==> src/rtl/rv32i_mem_arbiter.sv <==
// Two-port arbiter in front of a single-port memory: core (port 0) and
// loader/debug (port 1).
// Writes complete in the grant cycle. Reads hold the memory for one extra
// cycle while the registered read data comes back.
// Build option: define ARB_ROUND_ROBIN_EN to alternate grants on contention.
// Without it, port 0 always wins a contention.
//
// state     | meaning
// ----------+----------------------------------------------------------
// IDLE      | arbitrate; a granted write finishes here, a read moves on
// READ_WAIT | memory returns read data; response strobed to the owner
module rv32i_mem_arbiter #(
   parameter int ADDR_W = 32
) (
   input  logic              clk,
   input  logic              rst,
   input  logic [1:0]        req_valid,
   output logic [1:0]        req_ready,
   input  logic [ADDR_W-1:0] req_addr0,
   input  logic [ADDR_W-1:0] req_addr1,
   input  logic [ADDR_W-1:0] req_wr_data0,
   input  logic [ADDR_W-1:0] req_wr_data1,
   input  logic [1:0]        req_wr_ena,
   output logic [1:0]        rsp_valid,
   output logic [ADDR_W-1:0] rsp_data,
   output logic [ADDR_W-1:0] mem_addr,
   output logic [ADDR_W-1:0] mem_wr_data,
   output logic              mem_wr_ena,
   input  logic [ADDR_W-1:0] mem_rd_data,
   output logic              busy
);

   typedef enum logic {IDLE, READ_WAIT} state_t;

   state_t            state, state_nxt;
   logic              last_grant, last_grant_nxt;
   logic              owner, owner_nxt;
   logic [ADDR_W-1:0] rd_addr, rd_addr_nxt;
   logic              win;

   // Winner selection: a lone requester always wins; contention follows the build option
   always_comb begin
      win = 1'b0;
      case (req_valid)
         2'b10:   win = 1'b1;
`ifdef ARB_ROUND_ROBIN_EN
         2'b11:   win = ~last_grant;
`else
         2'b11:   win = 1'b0;
`endif
         default: win = 1'b0;
      endcase
   end

   // Next-state and output decode; rst masks every strobe so nothing leaks while resetting
   always_comb begin
      state_nxt      = state;
      last_grant_nxt = last_grant;
      owner_nxt      = owner;
      rd_addr_nxt    = rd_addr;
      req_ready      = 2'b00;
      rsp_valid      = 2'b00;
      rsp_data       = '0;
      mem_addr       = '0;
      mem_wr_data    = '0;
      mem_wr_ena     = 1'b0;
      busy           = 1'b0;
      case (state)
         IDLE: begin
            if (!rst && (req_valid != 2'b00)) begin
               req_ready[win] = 1'b1;
               mem_addr       = win ? req_addr1 : req_addr0;
               mem_wr_data    = win ? req_wr_data1 : req_wr_data0;
               mem_wr_ena     = req_wr_ena[win];
               last_grant_nxt = win;
               if (!req_wr_ena[win]) begin
                  state_nxt   = READ_WAIT;
                  owner_nxt   = win;
                  rd_addr_nxt = mem_addr;
               end
            end
         end
         READ_WAIT: begin
            // Address is held so the memory keeps presenting the same word
            mem_addr  = rd_addr;
            state_nxt = IDLE;
            if (!rst) begin
               busy             = 1'b1;
               rsp_valid[owner] = 1'b1;
               rsp_data         = mem_rd_data;
            end
         end
         default: state_nxt = IDLE;
      endcase
   end

   // State register; last_grant resets to 1 so port 0 takes the first contention
   always_ff @(posedge clk) begin
      if (rst) begin
         state      <= IDLE;
         last_grant <= 1'b1;
         owner      <= 1'b0;
         rd_addr    <= '0;
      end else begin
         state      <= state_nxt;
         last_grant <= last_grant_nxt;
         owner      <= owner_nxt;
         rd_addr    <= rd_addr_nxt;
      end
   end

endmodule
==> config.mk <==
export PLATFORM = sky130hd
export DESIGN_NAME = rv32i_mem_arbiter
export DESIGN_NICKNAME = d
export VERILOG_FILES = /design/src/rtl/rv32i_mem_arbiter.sv
export SDC_FILE = /design/constraint.sdc
export NUM_CORES = 1
export LEC_CHECK = 0
export CORE_AREA = 2 2 105 107
export DETAILED_ROUTE_END_ITERATION = 10
export DIE_AREA = 0 0 107 109
export PLACE_DENSITY = 0.72
export SLEW_MARGIN = 5
export SYNTH_ARGS = -nofsm -noshare
export SYNTH_HDL_FRONTEND = slang
export SYNTH_SLANG_ARGS = --single-unit
==> constraint.sdc <==
create_clock -name clk -period 1.7 [get_ports clk]
set_input_delay 0.34 -clock clk [delete_from_list [all_inputs] [get_ports clk]]
set_output_delay 0.34 -clock clk [all_outputs]
set_load 0.01 [all_outputs]
==> results of run 1 <==
[kinds of logic (layout without fill, tap and decap cells)]
family	after synthesis	count (layout)	share of synthesized area [%]
other cells	0	3	0
mux	64	64	23.5
buf+inv	33	376	6.84
flops	34	34	25.0
simple gates	173	173	31.3
compound gates	70	70	13.4
[cell type report]
cell class / count / share of cell area, %
Clock buffer: 7 / 1.25
Inverter: 1 / 0.0543
Sequential cell: 34 / 9.90
Timing Repair Buffer: 367 / 50.7
Tap cell: 140 / 2.53
Clock inverter: 1 / 0.0724
Antenna cell: 3 / 0.109
Multi-Input combinational cell: 307 / 35.4
[repair_timing]
action,in CTS,in global routing
gates resized for setup,542,75
setup endpoints to repair,102,100
endpoints found under the hold margin,0,0
buffers inserted,42,7
gates cloned,12,3
pin swaps,17,14
[synth_stat cells]
master and number:
a21oi_1 34, and2_1 34, and2b_1 2, buf_2 17, buf_4 1, buf_6 5
clkbuf_1 9, dfxtp_1 34, inv_1 1, mux2i_1 64, nand2_1 98, nand2b_1 33
nor2_4 1, nor2b_1 1, nor2b_2 1, nor3_1 1, nor3b_1 1, nor3b_2 1
o21ai_0 13, o21ai_1 21, o21ai_4 1, o21bai_1 1
[critical path, stage by stage]
cell,delay [ps]
buf_8,100
nor2b_4,160
buf_8,150
buf_12,120
buf_12,130
mux2i_4,240
o21ai_1,70
buf_2,140
[final timing paths]
kind	depth (start not counted)	slack, ps	to	from
max	8	-100	mem_addr[4]	req_valid[0]
min	2	310	owner$_SDFFE_PP0P_	rst
max reg2reg	5	500	rd_addr[13]$_SDFFE_PP0P_	state$_SDFF_PP0_
min reg2reg	2	480	rd_addr[16]$_SDFFE_PP0P_	rd_addr[16]$_SDFFE_PP0P_
[report_power, final]
| part | internal [mW] | switching, mW | total [mW] | leakage [nW] |
|---|---|---|---|---|
| clock | 0.327 | 0.278 | 0.605 | 0.0482 |
| combinational | 0.975 | 0.628 | 1.60 | 2.78 |
| sequential | 0.861 | 0.0371 | 0.898 | 0.280 |
[registers in the layout (all words and copies together), names as in the netlist]
| name | flops |
|---|---|
| owner | 1 |
| rd_addr | 32 |
| state | 1 |
[through the flow]
| step | area (sq um) | TNS [ps] |
|---|---|---|
| after floorplan | 2730 | 0 |
| after global placement | 5820 | -76240 |
| after detailed placement | 5820 | -79530 |
| after CTS | 6670 | -2670 |
| after global routing | 6910 | -6040 |
| final | 6920 | -2700 |
[metal layers]
layer	vias to the layer above	wire length, um	track usage, %
met4	0	358	6.59
met5	-	0	0
met1	1883	5770	26.1
met3	22	979	5.44
li1	1933	-	-
met2	166	7720	44.6
==> results.py, run 1 <==
metrics = {
    "finish": {
        "finalNonFillerCells": 860,
        "multi_input_area_sq_um": 2450,
        "drive_above_1_share_pct": 44.5,
        "n_fill_cell": 847,
        "nNetsFinal": 882,
        "area_delta_synth_final_pct": 154,
        "layout_common_cells": "clkdlybuf4s50_1, nand2_1, buf_4, buf_2, buf_6",
        "fin_util_pct": 65.2,
        "seq_area_sq_um": 684,
        "layout_commonest_cell": "clkdlybuf4s50_1",
    },
    "placement": {
        "dp_hpwl_mm": 9.42,
        "pre_cts_ws_ps": -867,
        "finalWeightedCongestion": 0.878,
        "dp_cells": 792,
        "port_buffers": 267,
    },
    "route": {
        "dr.first_iter.drc_count": 184,
        "vias_per_cell": 4.66,
        "wl_per_cell_um": 17.2,
        "drt-total-wl_mm": 14.8,
        "via_count": 4004,
        "drcViolationCount": 0,
        "ant_nets": 0,
        "drt-pass1-iter-count": 4,
    },
    "logic_synthesis": {
        "synth_cells": 374,
        "ys_top_cells_by_area": "dfxtp_1, mux2i_1, nand2_1, and2_1, nand2b_1",
        "synth.distinct_cells": 22,
        "yosysSeqAreaShare_pct": 25.0,
        "yosysWarnings": 0,
        "synth_top_area_share_pct": 25.0,
        "syn_nets": 540,
        "synth_area_sq_um": 2730,
        "synth_seq_cells": 34,
        "synth_area_per_cell_sq_um": 7.29,
        "synth_top_cell_by_area": "dfxtp_1",
    },
    "setup_path": {
        "cp.arrival_ps": 1460,
        "crit_type": "in2out",
        "path_max_fanout": 4,
        "crit_path_start_kind": "primary input",
        "end_kind": "output pin",
        "cp.required_ps": 1360,
    },
    "clock_tree": {
        "clock_sinks": 34,
        "cts_tree": "built",
        "cts_hold_buf": 0,
        "cts.clk_slew.worst_paths_ps": 60,
        "cts-root-buf": "clkbuf_8",
        "clock_latency_ps": 280,
        "cts_inserted_buffers": 5,
        "cts_max_path_buffers": 2,
        "cts_max_level": 2,
    },
    "flow_run": {
        "maxCapViolCount": 0,
    },
    "sta": {
        "layout_setup_ws_ps": -96.6,
        "worst_slew_pin_slew_ps": 419,
        "post-route-period-util_pct": 106,
        "setup_viol": 57,
        "rsz0062_at_grt": "true",
        "slew_violations": 0,
        "fin_crit_ps": 1800,
        "whs_ps": 310,
        "skew_ps": 6.25,
        "relSlewSlack_pct": 72.0,
        "finalHoldViolCount": 0,
        "fmax_mhz": 557,
    },
    "floorplanning": {
        "die_h_um": 109,
        "die_area_sq_um": 11700,
        "design.core.area_sq_um": 10600,
        "initial_core_util_pct": 25.7,
        "num_io_pins": 268,
        "dieWidth_um": 107,
        "fp-row-count": 38,
    },
    "power": {
        "fin_total_pwr_mw": 3.11,
        "leakage_nw": 3.11,
        "peakVddDrop_uv": 378,
        "p_per_area_nw_per_um2": 449,
    },
    "run_status": {
        "violations": "setup timing",
        "status": "finished, violations left",
    },
    "global_route": {
        "grt_overflow_total": 0,
        "antenna_found_initial": 3,
        "grt_pass1_vias": 4031,
        "grt_pass1_wl_mm": 21.2,
        "grt_use_total_pct": 23.5,
        "grt_max_degree": 26,
    },
    "hold_path": {
        "worstHoldPathType": "in2reg",
    },
}
No activity file was read; power rests on OpenSTA's default activity.
==> run 2, diff against run 1 <==
--- a/config.mk
+++ b/config.mk
@@ -5,10 +5,12 @@
 export SDC_FILE = /design/constraint.sdc
 export NUM_CORES = 1
 export LEC_CHECK = 0
+export CAP_MARGIN = 20
 export CORE_AREA = 2 2 105 107
 export DETAILED_ROUTE_END_ITERATION = 10
 export DIE_AREA = 0 0 107 109
 export PLACE_DENSITY = 0.72
+export SETUP_SLACK_MARGIN = 0.4
 export SLEW_MARGIN = 5
 export SYNTH_ARGS = -nofsm -noshare
 export SYNTH_HDL_FRONTEND = slang
==> results.py, run 2 (synthesis gave the netlist of run 1 again) <==
metrics = {
    "setup_path": {
        "cpPeakStageDelay_ps": 180,
        "crit_type": "in2out",
        "path_cells": "buf_6 > nor2b_4 > buf_12 > buf_12 > buf_12 > buf_6 > buf_6 > buf_6 > mux2i_4 > o21ai_2 > buf_2",
        "cp.arrival_ps": 1690,
        "crit_path_start_kind": "primary input",
        "path_max_fanout": 5,
        "end_kind": "output pin",
        "cp_num_buf_inv": 8,
        "crit_path_top_delay_cell": "mux2i_4",
        "crit_family": "buffers and inverters",
        "cp.required_ps": 1360,
        "crit_path_frequent_cell": "buf_6",
    },
    "sta": {
        "skew_ps": 1.70,
        "tns_ps": -17540,
        "slew_violations": 0,
        "worst_slew_pin_slew_ps": 250,
        "finalHoldViolCount": 0,
        "relSlewSlack_pct": 83.0,
        "fmax_mhz": 492,
        "layout_setup_ws_ps": -334,
        "fin_crit_ps": 2030,
        "rsz0062_at_grt": "true",
        "setup_viol": 102,
        "post-route-period-util_pct": 120,
    },
    "finish": {
        "stdcell_area_sq_um": 8640,
        "fin_util_pct": 81.5,
        "reg_top3": "rd_addr (32), owner (1), state (1)",
        "n_fill_cell": 637,
        "area_delta_synth_final_pct": 217,
        "layout_common_cells": "buf_6, clkdlybuf4s50_1, nand2_1, buf_4, mux2i_1",
        "regMostFlops": "rd_addr",
        "drive_above_1_share_pct": 52.8,
        "layout_commonest_cell": "buf_6",
        "antenna_cells": 0,
        "nNetsFinal": 948,
        "finalNonFillerCells": 921,
        "largest_reg_flops": 32,
    },
    "power": {
        "leakage_nw": 3.74,
        "p_per_area_nw_per_um2": 425,
        "peakVddDrop_uv": 347,
    },
    "global_route": {
        "grt_use_total_pct": 23.8,
        "grt_busiest_layer": "met2",
        "antenna_found_initial": 0,
        "grt_pass1_wl_mm": 21.8,
        "grt_use_met1_pct": 25.7,
        "grt_pass1_vias": 4203,
        "grt_max_degree": 36,
        "grt_overflow_total": 0,
        "gr-usage-met3_pct": 4.24,
        "grtUsageMet2_pct": 47.9,
    },
    "floorplanning": {
        "fp-row-count": 38,
        "dieWidth_um": 107,
        "initial_core_util_pct": 25.7,
        "die_h_um": 109,
        "num_io_pins": 268,
        "die_area_sq_um": 11700,
        "design.core.area_sq_um": 10600,
    },
    "placement": {
        "finalWeightedCongestion": 0.826,
        "dp_cells": 817,
        "port_buffers": 267,
        "dpl-instance-area_sq_um": 6900,
        "dp_hpwl_mm": 10.4,
    },
    "clock_tree": {
        "clock_latency_ps": 280,
        "cts.clk_slew.worst_paths_ps": 70,
        "clock_sinks": 34,
        "cts_tree": "built",
        "cts_max_path_buffers": 2,
        "cts-root-buf": "clkbuf_8",
        "cts_max_level": 2,
        "cts_inserted_buffers": 5,
    },
    "flow_run": {
        "maxCapViolCount": 0,
    },
    "run_status": {
        "status": "finished, violations left",
        "violations": "setup timing",
    },
    "route": {
        "drcViolationCount": 0,
        "drt-pass1-iter-count": 4,
        "wl_per_cell_um": 18.2,
        "dr.first_iter.drc_count": 154,
        "vias_per_cell": 4.78,
        "via_count": 4398,
        "ant_nets": 0,
        "drt-total-wl_mm": 16.7,
    },
    "hold_path": {
        "worstHoldPathType": "in2reg",
    },
}
run 2: per-stage QoR:
step                      worst slack [ps]  power, mW  hold WS (ps)
after global placement                -831       2.49           460
final                                 -334       3.67           449
after detailed placement              -863       2.52           468
after global routing                  -372       3.84           452
after CTS                             -417       3.40           417
after floorplan                        202       1.63           452
run 2: power by group:
part	total (mW)	switching (mW)	internal, mW
clock network	0.589	0.277	0.312
registers	0.901	0.0398	0.861
logic	2.18	0.819	1.36
total	3.67	1.14	2.53
run 2: final timing paths:
path	from	endpoint	slack (ps)	depth (start not counted)
max	req_valid[1]	mem_addr[31]	-330	11
min	rst	owner$_SDFFE_PP0P_	450	2
max reg2reg	state$_SDFF_PP0_	owner$_SDFFE_PP0P_	260	8
min reg2reg	rd_addr[9]$_SDFFE_PP0P_	rd_addr[9]$_SDFFE_PP0P_	480	2
run 2: per-layer routing:
metal / share of wire, % / up-vias / wire (um)
li1: - / 2065 / -
met1: 37 / 2103 / 6120
met5: 0 / - / 0
met2: 55 / 196 / 9210
met4: 2.7 / 0 / 459
met3: 5.7 / 34 / 960
run 2: final cells by class:
type	instances	area (sq um)	area share, %
Timing Repair Buffer	433	4780	55.3
Sequential cell	34	684	7.92
Inverter	1	3.75	0.0434
Tap cell	140	175	2.03
Clock buffer	6	82.6	0.955
Multi-Input combinational cell	307	2920	33.8
run 2: what timing repair did:
item,CTS,global route
hold buffers,0,0
endpoints found under the hold margin,0,0
setup buffers,55,27
setup endpoints to repair,135,134
gates resized for setup,472,185
cloned,7,9
pin swaps,11,28
run 2: worst reg2reg max path, delay by kind of cell (launching register included):
family / cells / cell delay [ps]
buf+inv: 5 / 620
flops: 1 / 360
compound gates: 2 / 260
simple gates: 1 / 140
==> run 3, diff against run 2 <==
--- a/config.mk
+++ b/config.mk
@@ -5,7 +5,7 @@
 export SDC_FILE = /design/constraint.sdc
 export NUM_CORES = 1
 export LEC_CHECK = 0
-export CAP_MARGIN = 20
+export ABC_AREA = 0
 export CORE_AREA = 2 2 105 107
 export DETAILED_ROUTE_END_ITERATION = 10
 export DIE_AREA = 0 0 107 109
==> results of run 3 <==
Final layout, timing and power as in run 2 (identical DEF).
